--- config.mk ---
export PLATFORM = sky130hd
export DESIGN_NAME = lsu_mem_initiator
export DESIGN_NICKNAME = d
export VERILOG_FILES = /design/src/rtl/lsu_mem_initiator.sv
export SDC_FILE = /design/constraint.sdc
export NUM_CORES = 1
export LEC_CHECK = 0
export CAP_MARGIN = 25
export CORE_MARGIN = 1
export CORE_UTILIZATION = 39
export CTS_CLUSTER_DIAMETER = 60
export CTS_CLUSTER_SIZE = 14
export DETAILED_ROUTE_END_ITERATION = 12
export PLACE_DENSITY = 0.87
export REMOVE_ABC_BUFFERS = 1
export SLEW_MARGIN = 15
export SYNTH_ARGS = -nofsm -noshare
export SYNTH_HDL_FRONTEND = slang
export SYNTH_SLANG_ARGS = --single-unit
--- constraint.sdc ---
create_clock -name clk -period 2.5 [get_ports clk]
set_input_delay 0.375 -clock clk [delete_from_list [all_inputs] [get_ports clk]]
set_output_delay 0.375 -clock clk [all_outputs]
set_load 0.02 [all_outputs]
--- src/rtl/lsu_mem_initiator.sv ---
// Load/store initiator: one request at a time, drives a combinational-read data memory.
// Optional LSU_MISALIGN_CHECK_EN rejects misaligned halfword/word accesses.
module lsu_mem_initiator #(
  parameter int unsigned AW = 32,
  parameter int unsigned DW = 32
) (
  input  logic          clk,
  input  logic          rst,
  input  logic          req_valid,
  output logic          req_ready,
  input  logic          req_we,
  input  logic [2:0]    req_func3,
  input  logic [AW-1:0] req_base,
  input  logic [AW-1:0] req_offset,
  input  logic [DW-1:0] req_wdata,
  output logic          resp_valid,
  input  logic          resp_ready,
  output logic [DW-1:0] resp_rdata,
  output logic          resp_err,
  output logic [AW-1:0] mem_addr,
  output logic [DW-1:0] mem_wdata,
  output logic [2:0]    mem_func3,
  output logic          mem_wr_en,
  output logic          mem_rd_en,
  input  logic [DW-1:0] mem_rdata
);

  typedef enum logic [1:0] {IDLE, ACCESS, RESP} state_t;

  state_t        state;
  logic          we_q;
  logic [2:0]    func3_q;
  logic [AW-1:0] addr_next;
  logic          illegal;
  logic          misalign;
  logic          reject;

  assign addr_next = req_base + req_offset;

  always_comb begin
    if (req_we) illegal = !(req_func3 inside {3'b000, 3'b001, 3'b010});
    else        illegal = req_func3 inside {3'b011, 3'b110, 3'b111};
  end

`ifdef LSU_MISALIGN_CHECK_EN
  always_comb begin
    misalign = ((req_func3[1:0] == 2'b01) && addr_next[0]) ||
               ((req_func3[1:0] == 2'b10) && (addr_next[1:0] != 2'b00));
  end
`else
  assign misalign = 1'b0;
`endif

  assign reject = illegal | misalign;

  function automatic logic [DW-1:0] extend(input logic [2:0] f3, input logic [DW-1:0] d);
    case (f3)
      3'b000:  extend = {{(DW-8){d[7]}}, d[7:0]};
      3'b001:  extend = {{(DW-16){d[15]}}, d[15:0]};
      3'b100:  extend = {{(DW-8){1'b0}}, d[7:0]};
      3'b101:  extend = {{(DW-16){1'b0}}, d[15:0]};
      default: extend = d;
    endcase
  endfunction

  always_ff @(posedge clk) begin
    if (rst) begin
      state      <= IDLE;
      we_q       <= 1'b0;
      func3_q    <= '0;
      mem_addr   <= '0;
      mem_wdata  <= '0;
      resp_valid <= 1'b0;
      resp_rdata <= '0;
      resp_err   <= 1'b0;
    end else begin
      case (state)
        IDLE: begin
          if (req_valid) begin
            we_q      <= req_we;
            func3_q   <= req_func3;
            mem_addr  <= addr_next;
            mem_wdata <= req_wdata;
            if (reject) begin
              resp_err   <= 1'b1;
              resp_rdata <= '0;
              resp_valid <= 1'b1;
              state      <= RESP;
            end else begin
              state <= ACCESS;
            end
          end
        end
        ACCESS: begin
          resp_rdata <= we_q ? '0 : extend(func3_q, mem_rdata);
          resp_err   <= 1'b0;
          resp_valid <= 1'b1;
          state      <= RESP;
        end
        RESP: begin
          if (resp_ready) begin
            resp_valid <= 1'b0;
            state      <= IDLE;
          end
        end
        default: state <= IDLE;
      endcase
    end
  end

  // Strobes are decoded from state; the write strobe is gated by rst so a
  // reset landing in ACCESS never commits a store.
  assign req_ready = (state == IDLE);
  assign mem_rd_en = (state == ACCESS) && !we_q;
  assign mem_wr_en = (state == ACCESS) && we_q && !rst;
  assign mem_func3 = {1'b0, func3_q[1:0]};

endmodule

After elaboration in Yosys (flattened, before gate mapping) --
Index checks and enable logic that the tools add are counted.
Word-level totals: word-level logic and storage cells 54, bits in registers 104, output and inout bits 104, bits of input ports 136
Operators by class: multiplexer cells 15, equal/unequal tests 13, reductions and logical operators 17, add/subtract/negate cells 1
Operator list (count):
- 32-bit case mux with 4 select lines | 1
- 32-bit 2-to-1 mux | 3
- 32-bit case mux with 2 select lines | 1
- 32-bit adder | 1
- 3-bit equality test, second input constant | 4
- 3-bit nonzero test | 3
- 3-bit by 1-bit equality test with 1-bit output, second input constant | 2
- 3-bit by 2-bit equality test with 1-bit output, second input constant | 2
- 3-bit logical NOT | 2
- 2-bit 2-to-1 mux | 3
- 2-bit case mux with 3 select lines | 1
- 1-bit 2-to-1 mux | 4
- 2-bit != test, second input constant | 2
- 2-bit AND reduction | 2
- 4-bit AND reduction | 1
- 1-bit logical AND | 3
- 1-bit logical NOT | 3
- 1-bit case mux with 3 select lines | 1
- 3-bit AND reduction | 1
- 2-bit by 1-bit equality test with 1-bit output, second input constant | 1
- 2-bit equality test, second input constant | 1
- 2-bit logical NOT | 1
- 2-bit by 1-bit != test with 1-bit output, second input constant | 1
- 1-bit case mux with 2 select lines | 1
- 2-bit nonzero test | 1

Depth between registers and ports, before layout --
Gate-level depths: netlist (run 1).
depth after elaboration 7, depth in mapped cells 9, gate-level depth less buffers 9

Worst setup path after synthesis (run 1) --
OpenSTA, ideal clock, no wires.
path kind input-to-reg, from input req_base[0], to register mem_addr[26], setup time 124 ps, arrival 2351 ps, slack 25 ps, required time 2376 ps, stages on the path 9, path buffers 0, cells stage by stage ha_1 fa_1 a211oi_1 o21ai_1 a31oi_2 o21ai_1 nand3_2 nor4_1 a2111o_1
Between the ends: cells in the longest elaborated chain, start to end 1
RTL lines:
- start: declaration | RTL line 13 | input logic [AW-1:0] req_base,
- 32-bit adder | RTL line 38 | assign addr_next = req_base + req_offset;
- end signal: assignment | RTL line 82 | mem_addr <= addr_next;
- end: declaration | RTL line 20 | output logic [AW-1:0] mem_addr,
Every way passes these cells. A chain may end at the register's enable or synchronous reset.

Worst setup path in the final report (run 1) --
from input req_base[5], to register mem_addr[29]
Same word-level chain as after synthesis.

==> results of run 1 <==
-- state kept, by name (all words and copies together) (netlist names) --
name        flops
func3_q         3
mem_wdata      32
mem_addr       32
state           2
resp_err        1
resp_rdata     32
we_q            1
resp_valid      1
-- final timing paths --
check                                end  cells past startpoint
min                resp_err$_SDFFE_PP0P_                      2
max            mem_addr[29]$_SDFFE_PP0P_                     10
max reg2reg  resp_rdata[31]$_SDFFE_PP0P_                      6
min reg2reg     mem_addr[3]$_SDFFE_PP0P_                      2
-- logic make-up (layout without fill, tap and decap cells) --
group / count (synthesis) / in the layout / synth area share
AOI/OAI and AO/OA: 246 / 246 / 0.288
xor gates and xnor gates: 15 / 15 / 0.0237
adders and majority gates: 32 / 32 / 0.0737
buffers and inverters: 53 / 359 / 0.0382
DFF: 104 / 104 / 0.376
muxes: 3 / 3 / 0.00543
other: 1 / 2 / 0.000678
and+or+nand+nor: 245 / 245 / 0.194
-- cell usage after synthesis (3+ instances only) --
cell        n  area (um^2)
nand2_1   142          533
a21oi_1   107          536
dfxtp_1   104         2080
nor2_1     47          176
o21ai_0    43          215
clkbuf_1   37          139
ha_1       31          388
a21o_1     18          135
nor3_1     10         50.1
a211oi_1    9         67.6
a22oi_1     9         67.6
xnor2_1     9         78.8
o211ai_1    8         60.1
inv_1       7         26.3
or3_1       7         43.8
a32o_1      6         60.1
nand4_1     6         37.5
o21a_1      6         45.0
xor2_1      6         52.6
o21ai_1     5         25.0
and2_1      4         25.0
and3_1      4         25.0
buf_1       4         15.0
nand3_1     4         20.0
nand3b_1    4         30.0
nor2b_1     4         25.0
a31oi_1     3         18.8
buf_4       3         22.5
mux2i_1     3         30.0
or3b_1      3         26.3
-- layer usage --
metal  share of wire  vias up
met5               0        -
met4           0.040        0
met3           0.063       64
met2            0.50      298
met1            0.40     2953
li1                -     3090
-- layout make-up --
type | instances | area [um^2]
well taps | 180 | 225
inverters | 8 | 30.0
clock buffers | 10 | 229
multi-input cells | 542 | 3360
flip-flops and latches | 104 | 2080
diodes | 1 | 2.50
repair buffers | 337 | 3140
clock inverters | 4 | 47.5
fillers | 1143 | 4770
-- where the power goes --
part           total [W]  leakage [nW]  switching, W  internal (W)
Combinational    0.00163          2.66      0.000802      0.000827
Sequential       0.00186         0.851     0.0000770       0.00178
Clock            0.00135         0.134      0.000589      0.000763
Total            0.00483          3.64       0.00147       0.00337
-- timing repair --
action,CTS,global route
buffers inserted,6,3
pin swaps,14,18
setup endpoints to repair,13,13
gates resized for setup,16,14
hold buffers,0,0
-- metrics by stage --
step	area [um^2]	hold slack (ns)	util	std cells	setup WS, ns
after floorplan	5350	0.434	-	654	-0.442
after global placement	8640	0.437	0.622	1162	-0.596
after detailed placement	8640	0.444	0.622	1162	-0.670
after CTS	9020	0.404	0.650	1182	0.000908
after global routing	9110	0.414	0.657	1186	-0.0435
final	9110	0.416	0.657	1186	0.0220
-- worst max-delay path, cell delays in order --
cell             delay (ns)
clkdlybuf4s50_1        0.41
ha_1                   0.32
buf_4                  0.14
inv_1                  0.08
a2111oi_4              0.47
o2111ai_4              0.21
a211oi_2               0.26
buf_4                  0.15
nor3_1                 0.04
a211o_1                0.25
==> flow_metrics.tcl, run 1 <==
set metrics [dict create \
    r2r_slack_ns 0.69 \
    final_common_cell "clkdlybuf4s50_1" \
    hpwl_um 13500 \
    insertion_delay_ns 0.34 \
    critPathKind "primary input to flop" \
    chipWidth_um 121 \
    synth_area_um2 5530 \
    worstPathRequired_ns 2.73 \
    drt-total-wl_um 18500 \
    place_congestion 0.880 \
    grt_max_degree 64 \
    layout_common_cells "clkdlybuf4s50_1 (227), nand2_1 (141), a21oi_1 (105), dfxtp_1 (104), buf_4 (99)" \
    numPortBuffers 238 \
    final_nets 1170 \
    vias_per_cell 5.40 \
    worst_pin_slew_ns 0.675 \
    synth_edf_count 0 \
    maxClockFrequency_mhz 404 \
    track_usage 0.238 \
    finalSetupTns_ns 0 \
    die_y_um 121 \
    root_buffer "clkbuf_16" \
    grtUsageMet1 0.285 \
    clockBufferDepth 2 \
    ant_nets 0 \
    startpoint_type "primary input" \
    cts.clk_slew.worst_paths_ns 0.06 \
    grt.overflow.total 0 \
    powerDensity_nw_per_um2 530 \
    antenna_found_initial 1 \
    h-tree-depth 3 \
    detail_route.wl_per_cell_um 15.6 \
    drtPass1Iterations 5 \
    period_share 0.991 \
    placementRows 43 \
    synth_flop_cell "dfxtp_1" \
    crit_start "req_base[5]" \
    drv_slew 0 \
    syn_inst 699 \
    slew_headroom 0.550 \
    dieArea_um2 14700 \
    cp.arrival_ns 2.70 \
    min_path_type "primary input to flop" \
    fp.coreArea_um2 13900 \
    worstSetupEndpointType "flop" \
    holdCritStartpoint "rst" \
    yosysUniqueCellTypes 69 \
    initial_core_util 0.399 \
    seq_area_frac_synth 0.376 \
    period_needed_ns 2.48 \
    max_cap_violations 0 \
    drive_gt1_frac 0.143 \
    hold_violations 0 \
    leakage_nw 3.64 \
    cts.sinks 104 \
    top_level_ports 240 \
    drt_iter0_markers 377 \
    synth_seq_cells 104 \
    outcome "finished clean" \
    vias 6405 \
    vdd_drop_max_v 0.000293 \
    areaGrowthSynthToFinish_pct 64.7 \
    fin_worst_skew_ns 0.00890 \
    cts_tree "done" \
    grt-busiest-layer "met2" \
    r2r-start "state[0]$_SDFFE_PP0P_" \
    setup_viol 0 \
    ys_warn_count 0 \
    total_power_w 0.00483 \
    avgSynthCellArea_um2 7.92 \
    numCtsBuffers 9 \
    drc_errors 0 \
    async_reset_ff_frac 0 \
    grtUsageMet3 0.0442 \
    grt_pass1_vias 5936 \
    grt_pass1_wl_um 27900 \
    met2_usage 0.417 \
    crit_path_max_fanout 5 \
]
No activity file was read; power rests on OpenSTA's default activity.
==> inputs of run 2 (changes only) <==
--- a/config.mk
+++ b/config.mk
@@ -12,6 +12,7 @@
 export CTS_CLUSTER_SIZE = 14
 export DETAILED_ROUTE_END_ITERATION = 12
 export PLACE_DENSITY = 0.87
+export RECOVER_POWER = 50
 export REMOVE_ABC_BUFFERS = 1
 export SLEW_MARGIN = 15
 export SYNTH_ARGS = -nofsm -noshare
==> run 2 against run 1 <==
- largest power group unchanged
- sequential power hardly changed
- via count is 0.39% lower
- maximum frequency grew 0.19%
- hold slack got worse by 0.0013 ns
- sequential share of layout area hardly changed
- critical path depth did not move
- final area about the same
- total power decreased by 0.58%
==> flow_metrics.tcl, run 2 (synthesis results as in run 1) <==
set metrics [dict create \
    critPathKind "primary input to flop" \
    vdd_drop_max_v 0.000292 \
    leakage_nw 3.82 \
    regArea_um2 2080 \
    place_congestion 0.880 \
    fin_cells 1186 \
    antenna_found_initial 1 \
    detail_route.wl_per_cell_um 15.5 \
    holdWs_ns 0.415 \
    fp.coreArea_um2 13900 \
    grt_pass1_wl_um 27900 \
    final_common_cell "clkdlybuf4s50_1" \
    grt.overflow.total 0 \
    dieArea_um2 14700 \
    slew_headroom 0.453 \
    fin_worst_skew_ns 0.00724 \
    dpl_cell_area_um2 8640 \
    cts_tree "done" \
    cts.clk_slew.worst_paths_ns 0.06 \
    insertion_delay_ns 0.34 \
    postLayoutCellArea_um2 9110 \
    clockBufferDepth 2 \
    dp_cells 1162 \
    drt_iter0_markers 347 \
    top_regs "mem_addr (32), mem_wdata (32), resp_rdata (32)" \
    root_buffer "clkbuf_16" \
    worstPathRequired_ns 2.73 \
    powerDensity_nw_per_um2 528 \
    drt-total-wl_um 18400 \
    num-fill-cells 1142 \
    drive_gt1_frac 0.141 \
    placementRows 43 \
    max_cap_violations 0 \
    setup_viol 0 \
    grt_pass1_vias 5936 \
    cts_hold_buffers 0 \
    worst_pin_slew_ns 0.821 \
    hold_violations 0 \
    numCtsBuffers 9 \
    hpwl_um 13500 \
    cts.sinks 104 \
    cp.arrival_ns 2.70 \
    startpoint_type "primary input" \
    period_needed_ns 2.47 \
    track_usage 0.238 \
    vias 6380 \
    top_level_ports 240 \
    maxClockFrequency_mhz 404 \
    min_path_type "primary input to flop" \
    initial_core_util 0.399 \
    final_core_util 0.656 \
    drv_slew 0 \
    numPortBuffers 238 \
    worstSetupEndpointType "flop" \
    h-tree-depth 3 \
    drc_errors 0 \
    drtPass1Iterations 5 \
    ant_nets 0 \
    period_share 0.989 \
    die_y_um 121 \
    grt_max_degree 64 \
    multi_input_area_um2 3360 \
    chipWidth_um 121 \
    areaGrowthSynthToFinish_pct 64.6 \
    final_nets 1170 \
    layout_common_cells "clkdlybuf4s50_1 (165), nand2_1 (141), a21oi_1 (105), dfxtp_1 (104), buf_4 (97)" \
    vias_per_cell 5.38 \
    outcome "finished clean" \
    crit_path_max_fanout 5 \
]
-- run 2: cell types whose count changed in the layout (fill, tap and decap cells not counted), sizes merged --
| cell | before | now |
|---|---|---|
| buf | 100 | 98 |
| clkbuf | 10 | 12 |
| dlygate4sd3 | 0 | 62 |
| clkdlybuf4s50 | 227 | 165 |
-- run 2: layout make-up --
type                            instances  share of cell area
Timing Repair Buffer                  337               0.344
Antenna cell                            1            0.000275
Clock inverter                          4             0.00522
Inverter                                8             0.00330
Multi-Input combinational cell        542               0.369
Tap cell                              180              0.0247
Clock buffer                           10              0.0251
Sequential cell                       104               0.229
-- run 2: per-layer routing --
layer	GRT usage	routed length (um)	part of all wire	up-vias
met2	0.417	9100	0.49	299
li1	-	-	-	3089
met5	0	0	0	-
met4	0.0941	727	0.040	0
met3	0.0442	1170	0.064	60
met1	0.285	7410	0.40	2932
-- run 2: timing repair --
action                                  4_1_cts  5_1_grt
gates resized for setup                      16       14
pin swaps                                    14       18
setup buffers                                 6        3
endpoints found under the setup margin       13       13
-- run 2: critical path: stages --
cell             delay, ns
clkdlybuf4s50_1       0.41
ha_1                  0.32
buf_4                 0.14
inv_1                 0.08
a2111oi_4             0.47
o2111ai_4             0.21
a211oi_2              0.26
buf_4                 0.15
nor3_1                0.04
a211o_1               0.25
-- run 2: power by group --
part	switching, W	leakage (nW)	internal [W]
registers	0.0000744	0.851	0.00178
logic	0.000801	2.84	0.000803
clock network	0.000588	0.134	0.000762
-- run 2: through the flow --
step                      setup WS (ns)  total power (W)  setup TNS [ns]
after floorplan                  -0.442          0.00262           -2.42
after global placement           -0.596          0.00341           -7.56
after detailed placement         -0.670          0.00344           -9.15
after CTS                      0.000908          0.00482               0
after global routing            -0.0435          0.00505         -0.0672
final                            0.0267          0.00481               0
-- run 2: worst paths after layout --
check | startpoint | end | slack (ns) | cells after the start
max | req_base[5] | mem_addr[29]$_SDFFE_PP0P_ | 0.03 | 10
min | rst | resp_err$_SDFFE_PP0P_ | 0.41 | 2
max reg2reg | state[1]$_SDFFE_PP0P_ | mem_addr[8]$_SDFFE_PP0P_ | 0.52 | 5
min reg2reg | mem_wdata[11]$_SDFFE_PP0P_ | mem_wdata[11]$_SDFFE_PP0P_ | 0.45 | 2
